File: config.mk
export PLATFORM = sky130hd
export DESIGN_NAME = mult_accum
export DESIGN_NICKNAME = d
export VERILOG_FILES = /design/src/rtl/mult_accum_pkg.sv /design/src/rtl/mult_accum_tag_delay.sv /design/src/rtl/mult_fast.sv /design/src/rtl/mult_accum.sv
export SDC_FILE = /design/constraint.sdc
export NUM_CORES = 1
export LEC_CHECK = 0
export ABC_AREA = 0
export CAP_MARGIN = 20
export CORE_MARGIN = 4
export CORE_UTILIZATION = 50
export CTS_BUF_LIST = sky130_fd_sc_hd__clkbuf_16
export DETAILED_ROUTE_END_ITERATION = 6
export GPL_ROUTABILITY_DRIVEN = 0
export PLACE_DENSITY_LB_ADDON = 0.1
export RECOVER_POWER = 100
export SLEW_MARGIN = 20
export SYNTH_ARGS = -nofsm -noshare
export SYNTH_HDL_FRONTEND = slang
export SYNTH_SLANG_ARGS = --single-unit
File: constraint.sdc
create_clock -name clk -period 2.1 [get_ports clk]
set_input_delay 0.21 -clock clk [delete_from_list [all_inputs] [get_ports clk]]
set_output_delay 0.21 -clock clk [all_outputs]
set_load 0.005 [all_outputs]
File: src/rtl/mult_accum_pkg.sv
// Shared types and constants for the multiplier-accumulator slice.
package mult_accum_pkg;

  // Edges from operand sampling in mult_fast to the matching P update.
  localparam int MULT_LAT = 2;

  typedef enum logic {
    ST_IDLE = 1'b0,
    ST_ACC  = 1'b1
  } state_t;

endpackage

File: src/rtl/mult_accum_tag_delay.sv
// DEPTH-stage, 2-bit shift register with synchronous reset for the {valid,last} tag.
module mult_tag_delay
  import mult_accum_pkg::*;
#(
  parameter int DEPTH = MULT_LAT
) (
  input  logic       clk,
  input  logic       rst,
  input  logic [1:0] d,
  output logic [1:0] q
);

  logic [1:0] sr [DEPTH];

  always_ff @(posedge clk) begin
    if (rst) begin
      for (int i = 0; i < DEPTH; i++) sr[i] <= 2'b00;
    end else begin
      sr[0] <= d;
      for (int i = 1; i < DEPTH; i++) sr[i] <= sr[i-1];
    end
  end

  assign q = sr[DEPTH-1];

endmodule

File: src/rtl/mult_fast.sv
// Pipelined 4x4 unsigned multiplier: operands sampled on edge k, P updated on edge k+2.
module mult_fast (
  input  logic       clk,
  input  logic [3:0] A,
  input  logic [3:0] B,
  output logic [7:0] P
);

  logic [3:0] a_q;
  logic [3:0] b_q;
  logic [5:0] pp_lo;
  logic [5:0] pp_hi;

  // Split B into two 2-bit digits so each stage stays shallow.
  always_ff @(posedge clk) begin
    a_q   <= A;
    b_q   <= B;
    pp_lo <= {2'b00, a_q} * {4'b0000, b_q[1:0]};
    pp_hi <= {2'b00, a_q} * {4'b0000, b_q[3:2]};
    P     <= {2'b00, pp_lo} + {pp_hi, 2'b00};
  end

endmodule

File: src/rtl/mult_accum.sv
// Accumulates mult_fast products into last-delimited frames and presents each
// frame sum and term count on a valid/ready port.
//
//   state   | meaning
//   --------+-----------------------------------------------------------
//   ST_IDLE | no frame open; next tagged product starts a new frame
//   ST_ACC  | frame open; tagged products add into acc until last
module mult_accum
  import mult_accum_pkg::*;
#(
  parameter int ACC_W = 16,
  parameter int CNT_W = 9,
  parameter int LAT   = MULT_LAT
) (
  input  logic             clk,
  input  logic             rst,
  input  logic             in_valid,
  input  logic             in_last,
  input  logic [3:0]       A,
  input  logic [3:0]       B,
  output logic             out_valid,
  input  logic             out_ready,
  output logic [ACC_W-1:0] sum_out,
  output logic [CNT_W-1:0] cnt_out,
  output logic             ovf_out,
  output logic             overrun
);

  logic [7:0]       p;
  logic [1:0]       tag_in_q;
  logic [1:0]       tag_q;
  logic             tag_v;
  logic             tag_l;

  state_t           state, state_nxt;
  logic [ACC_W-1:0] acc, acc_nxt;
  logic [CNT_W-1:0] cnt, cnt_nxt;
  logic             ovf, ovf_nxt;
  logic             done;
  logic [ACC_W:0]   sum_wide;

  mult_fast u_mult (
    .clk (clk),
    .A   (A),
    .B   (B),
    .P   (p)
  );

  // The tag is sampled alongside A/B, then trails it by LAT more edges to meet P.
  always_ff @(posedge clk) begin
    if (rst) tag_in_q <= 2'b00;
    else     tag_in_q <= {in_valid, in_valid & in_last};
  end

  mult_tag_delay #(.DEPTH(LAT)) u_tag (
    .clk (clk),
    .rst (rst),
    .d   (tag_in_q),
    .q   (tag_q)
  );

  assign tag_v = tag_q[1];
  assign tag_l = tag_q[0];

  assign sum_wide = {1'b0, acc} + {{(ACC_W-7){1'b0}}, p};

  always_ff @(posedge clk) begin
    if (rst) begin
      state <= ST_IDLE;
      acc   <= '0;
      cnt   <= '0;
      ovf   <= 1'b0;
    end else begin
      state <= state_nxt;
      acc   <= acc_nxt;
      cnt   <= cnt_nxt;
      ovf   <= ovf_nxt;
    end
  end

  always_comb begin
    state_nxt = state;
    acc_nxt   = acc;
    cnt_nxt   = cnt;
    ovf_nxt   = ovf;
    done      = 1'b0;
    if (tag_v) begin
      case (state)
        ST_IDLE: begin
          acc_nxt = {{(ACC_W-8){1'b0}}, p};
          cnt_nxt = CNT_W'(1);
          ovf_nxt = 1'b0;
          if (tag_l) done = 1'b1;
          else       state_nxt = ST_ACC;
        end
        ST_ACC: begin
          if (sum_wide[ACC_W]) begin
            acc_nxt = '1;
            ovf_nxt = 1'b1;
          end else begin
            acc_nxt = sum_wide[ACC_W-1:0];
          end
          if (&cnt) begin
            ovf_nxt = 1'b1;
          end else begin
            cnt_nxt = cnt + CNT_W'(1);
          end
          if (tag_l) begin
            done      = 1'b1;
            state_nxt = ST_IDLE;
          end
        end
        default: state_nxt = ST_IDLE;
      endcase
    end
  end

  // A completion may replace a result being accepted this edge; otherwise a
  // held, unaccepted result wins and the new one is dropped.
  always_ff @(posedge clk) begin
    if (rst) begin
      out_valid <= 1'b0;
      sum_out   <= '0;
      cnt_out   <= '0;
      ovf_out   <= 1'b0;
      overrun   <= 1'b0;
    end else if (done) begin
      if (!out_valid || out_ready) begin
        out_valid <= 1'b1;
        sum_out   <= acc_nxt;
        cnt_out   <= cnt_nxt;
        ovf_out   <= ovf_nxt;
      end else begin
        overrun <= 1'b1;
      end
    end else if (out_valid && out_ready) begin
      out_valid <= 1'b0;
    end
  end

endmodule
==> Word-level counts from Yosys, hierarchy flattened <==
Memories as Yosys holds them, arrays and structs flattened.
Cells that the tools add are included.
{ "totals": {"regBits": 85, "ramBits": 4, "inputBits": 13, "output_inout_bits": 28, "mem_count": 1} }
{ "memory_table": {"columns": ["name", "depth", "width", "rd", "rd_clocked_by_memory_dff", "write_ports", "line", "rtl"], "rows": [
  ["u_tag.sr", 2, 2, 2, 0, 2, "mult_accum_tag_delay.sv:13", "logic [1:0] sr [DEPTH];"]
]} }
{ "classes": {"n_addsub": 3, "multipliers": 2, "eq_ne": 1, "muxes": 21, "bitwise": 5, "reduce_logical": 8} }
{ "ops": {"columns": ["operator", "n"], "rows": [
  ["16-bit 2-to-1 mux", 2],
  ["16-bit one-hot mux with 2 select lines", 1],
  ["9-bit 2-to-1 mux", 2],
  ["9-bit one-hot mux with 2 select lines", 1],
  ["16-bit by 8-bit adder with 17-bit output", 1],
  ["4-bit by 2-bit multiplier with 6-bit output", 2],
  ["1-bit 2-to-1 mux", 12],
  ["9-bit by 1-bit adder with 9-bit output (second input constant)", 1],
  ["9-bit AND reduction", 1],
  ["6-bit by 8-bit adder with 8-bit output", 1],
  ["2-bit AND reduction", 3],
  ["2-bit 2-to-1 mux", 2],
  ["2-bit by 1-bit inequality test with 1-bit output (second input constant)", 1],
  ["1-bit NOT", 2],
  ["1-bit bitwise OR", 2],
  ["1-bit one-hot mux with 2 select lines", 1],
  ["2-bit nonzero test", 1],
  ["1-bit bitwise AND", 1],
  ["1-bit logical AND", 1],
  ["1-bit logical NOT", 1],
  ["1-bit logical OR", 1]
]} }

==> Longest topological paths before layout <==
{ "logic_depth": {"word_depth": 5, "depth_mapped": 8, "ltp_nobuf": 7} }

==> Hierarchy <==
A second synthesis with hierarchy kept.
{ "unflattened": {"cells_unflattened": 424, "hier_area_um2": 3871.2} }
{ "modules_own_cells": {"columns": ["module", "instances", "cells_each", "area_each_um2", "seq_area_each_um2"], "rows": [
  ["mult_accum", 1, 322, 2701.3, 1141.1],
  ["mult_fast", 1, 92, 1049.8, 560.5],
  ["mult_tag_delay", 1, 10, 120.1, 80.1]
]} }

==> Least setup slack after synthesis <==
OpenSTA, ideal clock, no wires.
{ "synth_path": {"path_type": "reg2reg", "from": "reg u_mult.P[0]", "to": "reg acc[3]", "setup_time_ns": 0.116, "arrival_ns": 1.989, "required_time_ns": 1.984, "path_slack_ns": -0.005, "path_stages_with_launch": 8, "n_path_buf": 0, "period_less_slack_ns": 2.105, "cell_sequence": "dfxtp_1 > ha_1 > fa_1 > a211o_1 > and3_2 > o21ai_1 > a311oi_1 > a31o_2"} }
{ "synth_between": {"elab_chain_cells": 4} }
{ "synth_rtl": {"columns": ["element", "line", "rtl"], "rows": [
  ["start: declaration", "mult_fast.sv:6", "output logic [7:0] P"],
  ["start signal: assignment", "mult_fast.sv:20", "P <= {2'b00, pp_lo} + {pp_hi, 2'b00};"],
  ["16-bit by 8-bit adder with 17-bit output", "mult_accum.sv:65", "assign sum_wide = {1'b0, acc} + {{(ACC_W-7){1'b0}}, p};"],
  ["16-bit 2-to-1 mux", "mult_accum.sv:97", "if (sum_wide[ACC_W]) begin"],
  ["16-bit one-hot mux with 2 select lines", "mult_accum.sv:88", "case (state)"],
  ["16-bit 2-to-1 mux", "mult_accum.sv:87", "if (tag_v) begin"],
  ["end signal: assignment", "mult_accum.sv:75", "acc <= acc_nxt;"],
  ["end: declaration", "mult_accum.sv:36", "logic [ACC_W-1:0] acc, acc_nxt;"]
]} }
Every way passes these cells.
A chain may end at the register's enable or synchronous reset.

==> Worst setup path after layout <==
{ "layout_path": {"from": "reg u_mult.P[0]", "to": "reg sum_out[10]"} }
{ "layout_between": {"elab_chain_cells": 4} }
{ "layout_rtl": {"columns": ["element", "line", "rtl"], "rows": [
  ["16-bit by 8-bit adder with 17-bit output", "mult_accum.sv:65", null],
  ["16-bit 2-to-1 mux", "mult_accum.sv:97", null],
  ["16-bit one-hot mux with 2 select lines", "mult_accum.sv:88", null],
  ["16-bit 2-to-1 mux", "mult_accum.sv:87", null],
  ["end signal: assignment", "mult_accum.sv:130", "sum_out <= acc_nxt;"],
  ["end: declaration", "mult_accum.sv:23", "output logic [ACC_W-1:0] sum_out,"]
]} }
Every way passes these cells.

==> run_results.csv <==
group,metric,value,unit
floorplanning,pin_count,41,
cells_and_area,multi_input_area,2320,µm²
worst_setup_path,slowest_delay,0.34,ns
timing,fin_crit,2.08,ns
cts,cts_made_buffers,9,
worst_setup_path,critPathMaxFanout,4,
cts,clock_path_buffers,2,
logic_synthesis,syn_nets,498,
timing,period_share,98.9,%
detailed_routing,wl,9.92,mm
grt,track_usage,20.4,%
floorplanning,coreArea,8180,µm²
pwr,p_comb_share,12.2,%
outcome,outcome,"completed",
detailed_routing,dr.pass1.iters,4,
logic_synthesis,yosysSeqAreaShare,42.5,%
cts,path_clk_slew,0.06,ns
cts,cts_sinks,89,
pwr,leakagePower,2.09,nW
pwr,p_clk_share,39.1,%
logic_synthesis,synth_top_area_share,42.5,%
logic_synthesis,yosysMostFrequentCell,"dfxtp_1",
cts,clock_latency,0.33,ns
logic_synthesis,yosysWarnings,0,
detailed_routing,dr_total_vias,3612,
timing,relSlewSlack,61.5,%
pwr,power_density,713,nW/µm²
place,placed_cell_area,4860,µm²
cells_and_area,drive_above_1_share,13.8,%
cells_and_area,seq_area,1780,µm²
logic_synthesis,yosysTopAreaCell,"dfxtp_1",
logic_synthesis,synth-edff-count,0,
worst_setup_path,start_kind,"flip-flop",
logic_synthesis,synthFlopType,"dfxtp_1",
timing,fin_setup_tns,0,ns
timing,report.final.slew_viol_count,0,
place,dp_hpwl,7.05,mm
timing,rsz0062_at_grt,"true",
timing,skew,0.00541,ns
logic_synthesis,synth_area,4190,µm²
floorplanning,initial_utilization,51.2,%
cts,h-tree-depth,3,
place,port_buffers,40,
worst_setup_path,crit_path_end_kind,"flip-flop",
pwr,internal_power,0.00277,W
pwr,p_total,0.00373,W
detailed_routing,drc,0,
floorplanning,fp.dieH,99.5,µm
place,dp_slack,-0.122,ns
detailed_routing,vias_per_cell,5.71,
cts,cts_tree,"built",
detailed_routing,drt_iter0_markers,197,
detailed_routing,ant_nets,0,
timing,hold_viol,0,
pwr,swShare,25.6,%
logic_synthesis,synth.avg_cell_area,9.06,µm²
grt,grt_pass1_wl,16.3,mm
logic_synthesis,synthCells,462,
logic_synthesis,synth.area.top_cells,"dfxtp_1 (43%), ha_1 (5.7%), a21oi_1 (4.7%), nand2_1 (3.8%), nor2_1 (3.2%)",
cells_and_area,diodes,0,
floorplanning,dieArea,9900,µm²
logic_synthesis,synthDistinctLibCells,67,
min_path,hold_path_class,"flip-flop to flip-flop",
cts,cts_root_buf,"clkbuf_16",
grt,grt_pass1_vias,3539,
cells_and_area,nFillCells,688,
grt,grt_max_degree,21,
cells_and_area,nNetsFinal,559,
detailed_routing,drt-wirelength-per-cell,15.7,µm
timing,finalSetupViolations,0,
worst_setup_path,path_cells,"ha_4 > fa_2 > a211o_1 > and3_4 > o21ai_4 > o21bai_4 > a32o_1",
logic_synthesis,synthTopCellsByCount,"dfxtp_1 (89), nand2_1 (42), a21oi_1 (39), nor2_1 (36), inv_1 (21)",
pwr,power.net_switching,0.000955,W
timing,fmax,481,MHz
worst_setup_path,path_class,"flip-flop to flip-flop",
grt,antenna_found_initial,0,
floorplanning,rows,33,
cells_and_area,synthToLayoutAreaGrowth,24.9,%
run,maxCapViolCount,0,
floorplanning,die_width,99.5,µm
logic_synthesis,ys_ff_latch,89,
pwr,vdd_drop_max,404,µV
logic_synthesis,postSynth.asyncResetShare,0,%
cells_and_area,stdcell_area,5230,µm²
timing,fin_ws,0.0226,ns
timing,tightestPinTransition,0.578,ns
pwr,pwr-share-seq,48.7,%
worst_setup_path,slowest_stage,"dfxtp_2",
worst_setup_path,worst_ep_arrival_time,2.30,ns
grt,grt_overflow,0,
worst_setup_path,required,2.32,ns
cells_and_area,post-route-util,64.0,%
sequential cells by signal, indices dropped and copies added (netlist names), 2 cells and up:
signal and cells:
u_mult.a_q 4, u_tag.sr 4, u_mult.pp_lo 6, acc 16
cnt 9, cnt_out 9, u_mult.pp_hi 6, tag_in_q 2
sum_out 16, u_mult.b_q 4, u_mult.P 8
logic make-up after synthesis:
group / after synthesis / share of synthesized area [%]
adder cells (fa/ha/maj): 23 / 7.59
flip-flops: 89 / 42.5
AO/OA/AOI/OAI: 129 / 22.1
XOR/XNOR: 16 / 3.35
AND/OR/NAND/NOR: 157 / 18.6
multiplexers: 6 / 1.46
buffers and inverters: 42 / 4.30
through the flow:
step | instances | hold WS (ns)
floorplan | 462 | 0.238
global placement | 616 | 0.312
detailed placement | 616 | 0.313
CTS | 632 | 0.304
global route | 633 | 0.347
finish | 633 | 0.325
power by group through the flow:
| stage | sequential (W) | clock (W) | combinational (W) |
|---|---|---|---|
| after floorplan | 0.00183 | 0 | 0.000305 |
| after global placement | 0.00185 | 0 | 0.000424 |
| after detailed placement | 0.00185 | 0 | 0.000442 |
| after CTS | 0.00182 | 0.00148 | 0.000454 |
| after global routing | 0.00182 | 0.00157 | 0.000504 |
| final | 0.00182 | 0.00146 | 0.000454 |
cell usage in the layout (no fill, tap or decap), drive strengths merged, types with 6 or more instances in the layout:
| master | netlist | final |
|---|---|---|
| nor3 | 8 | 8 |
| nand3 | 17 | 17 |
| nor2b | 7 | 7 |
| dlygate4sd3 | 0 | 37 |
| nand2 | 42 | 42 |
| xnor2 | 10 | 10 |
| buf | 7 | 25 |
| nor2 | 36 | 36 |
| and3 | 11 | 11 |
| a21o | 12 | 12 |
| inv | 21 | 22 |
| dfxtp | 89 | 89 |
| xor2 | 6 | 6 |
| a31oi | 8 | 8 |
| clkbuf | 13 | 14 |
| o21ai | 19 | 19 |
| ha | 19 | 19 |
| or3 | 6 | 6 |
| and2 | 15 | 15 |
| a21oi | 40 | 40 |
worst paths after layout:
path | start | to | slack (ns) | cells after the start
max reg2reg | u_mult.P[0] | sum_out[10] | 0.02 | 7
min reg2reg | u_mult.pp_lo[1] | u_mult.P[1] | 0.32 | 0
max | u_mult.P[0] | sum_out[10] | 0.02 | 7
min | u_mult.pp_lo[1] | u_mult.P[1] | 0.32 | 0
final cells by class:
type	count	share of cell area, %
clock buffer	9	4.31
clock inverter	7	0.885
inverter	22	1.58
multi-input combinational	331	44.4
sequential	89	34.1
tap	105	2.51
timing repair buffer	70	12.2
critical path, delay by kind of cell (launching register included):
family,cells,cell delay (ns)
flops,1,0.34
compound gates,4,0.93
simple gates,1,0.19
fa+ha+maj,2,0.51
repair_timing:
action,in CTS,in global routing
hold endpoints to repair,0,0
endpoints found under the setup margin,20,13
hold buffers,0,0
pin swaps,4,2
buffers inserted,0,1
gates cloned,0,0
gates resized for setup,8,15
metal layers:
layer,wire (µm),track usage (%),up-vias
met5,0,0,-
met4,187,9.77,0
met3,414,3.44,21
met2,4980,34.7,92
met1,4340,25.0,1708
li1,-,-,1791
No activity file was read; power rests on OpenSTA's default activity.
==> RTL change: new RTL, config.mk and constraints unchanged <==
`CNT_W`: 9 -> 18.
--- a/src/rtl/mult_accum.sv
+++ b/src/rtl/mult_accum.sv
@@ -11,3 +11,3 @@
   parameter int ACC_W = 16,
-  parameter int CNT_W = 9,
+  parameter int CNT_W = 18,
   parameter int LAT   = MULT_LAT
Ports: changed (resized cnt_out); port bits go from 41 to 50. No check against the original RTL was run, so the function may have changed too.
==> RTL change against the unedited design <==
- the run now ends with setup timing left
- wire length rose by 6.3%
- combinational power grew 11%
- cell area grew 14%
- power rose by 17%
- synthesized area is 9.2% higher
- setup slack lost 120 ps
- maximum frequency down 5.4%
- sequential cell count rose by 18
==> RTL change: results (changes against the unedited design) <==
* Clock skew at 11.5 ps (+6.09 ps)
* Peak VDD IR at 494 µV (+22%)
* Commonest cells in the netlist: dfxtp_1, nand2_1, nor2_1
* Largest net degree at the start of global routing at 29 (+38%)
* Setup_tns at -400 ps (-400 ps)
* DR vias at 3776 (+4.5%)
* Worst EP arrival at 2450 ps (+150 ps)
* Fin nets at 621 (+11%)
* Worst setup margin at -96.6 ps (-119 ps)
* Sw frac at 24.4% (-1.2 points)
* Wirelength per Cell at 15.1 µm (-3.6%)
* Compound-gate portion of the synthesized area at 15.4% (-6.7 points)
* Post-synthesis adder-cell area fraction at 6.95% (-0.64 points)
* Pleak at 2.41 nW (+15%)
* Unique masters post-synth at 53 (-21%)
* Vias in the first global route at 3871 (+9.4%)
* Met3 GRT Util at 4.48% (+1.0 points)
* Synth Area in XOR/XNOR at 5.36% (+2.0 points)
* Met2 Resource Use GR at 36.9% (+2.2 points)
* Met1 GRT Util at 22.3% (-2.7 points)
* Max-slew headroom at 42.1% (-19 points)
* PortBufs at 49 (+23%)
* Routed wl met2 at 5710 µm (+15%)
* Slowest stage delay, CP at 410 ps (+70 ps)
* Tot GR Track Use at 20.0% (-0.32 points)
* Area after DPL at 0.00537 mm² (+10%)
* Multiplexer share of the synthesized area at 2.22% (+0.75 points)
* Slowest-stage cell, CP: or3b_4
* Top Registers: cnt x18, cnt_out x18
* Failing checks: setup timing
* # setup viols final at 14 (+14)
* Starting DRT DRC Count at 93 (-53%)
* Synth top area cells: dfxtp_1, ha_1, nand2_1
* Run status: finished, violations left
* Sequential area share after synthesis at 46.8% (+4.3 points)
* Final HPWL DP at 7460 µm (+5.8%)
[RTL change: cell types whose count changed in the layout (fill, tap and decap cells not counted), moves of 5 or more]
cell	change
a211oi_2	+5
a21oi_1	-18
a21oi_2	+5
buf_4	+11
dfxtp_1	+7
dfxtp_2	+10
dlygate4sd3_1	+9
nand2_1	+16
nand3_1	-5
nor2_1	+8
o21ai_0	+13
xnor2_1	+8
[RTL change: cell type report]
| type | instances | area (µm²) |
|---|---|---|
| clock buffer | 9 | 225 |
| clock inverter | 7 | 73.8 |
| fill | 705 | 2840 |
| inverter | 23 | 88.8 |
| multi-input combinational | 355 | 2490 |
| sequential | 107 | 2160 |
| tap | 108 | 135 |
| timing repair buffer | 89 | 791 |
[RTL change: worst register-to-register path: stages, from the launching register on]
cell      delay [ps]
dfxtp_2          360
ha_4             150
fa_2             210
a211oi_2          90
or3b_4           410
a211o_4          400
a21o_1           230
a311oi_2         260
[RTL change: path summary, 6_finish.rpt]
path / start / to / slack, ps
hold / removal: u_mult.pp_lo[1]$_DFF_P_ / u_mult.P[1]$_DFF_P_ / 330
hold reg to reg: u_mult.pp_lo[1]$_DFF_P_ / u_mult.P[1]$_DFF_P_ / 330
setup reg to reg: u_mult.P[0]$_DFF_P_ / sum_out[5]$_SDFFE_PP0P_ / -100
setup / recovery: u_mult.P[0]$_DFF_P_ / sum_out[5]$_SDFFE_PP0P_ / -100
[RTL change: timing repair]
item                                    CTS  global route
endpoints found under the setup margin   31            31
pin swaps                                16            19
setup buffers                             5             4
gates resized for setup                  29            29
hold buffers                              0             0
[RTL change: cell families (layout without fill, tap and decap cells)]
logic type / Yosys count / after routing
AO/OA/AOI/OAI: 110 / 110
XOR/XNOR: 28 / 28
adder cells (fa/ha/maj): 23 / 23
buffers and inverters: 43 / 128
flip-flops: 107 / 107
multiplexers: 10 / 10
AND/OR/NAND/NOR: 184 / 184
[RTL change: stage by stage]
| stage | std cells | hold WS, ps | power (W) | utilization (%) | worst slack, ps |
|---|---|---|---|---|---|
| 3_5_place_dp | 675 | 317 | 0.00264 | 61.0 | -209 |
| 3_3_place_gp | 675 | 315 | 0.00262 | 61.0 | -158 |
| 2_1_floorplan | 505 | 238 | 0.00244 | - | 11.1 |
| 6_report | 698 | 331 | 0.00438 | 67.8 | -96.6 |
| 4_1_cts | 696 | 296 | 0.00438 | 66.2 | -95.9 |
| 5_1_grt | 698 | 343 | 0.00458 | 67.8 | -155 |
[RTL change: power by group through the flow]
stage | logic [W] | registers (W) | clock network (W)
floorplan | 0.000266 | 0.00218 | 0
global placement | 0.000425 | 0.00220 | 0
CTS | 0.000478 | 0.00216 | 0.00174
finish | 0.000506 | 0.00217 | 0.00170
global route | 0.000568 | 0.00218 | 0.00183
detailed placement | 0.000440 | 0.00220 | 0
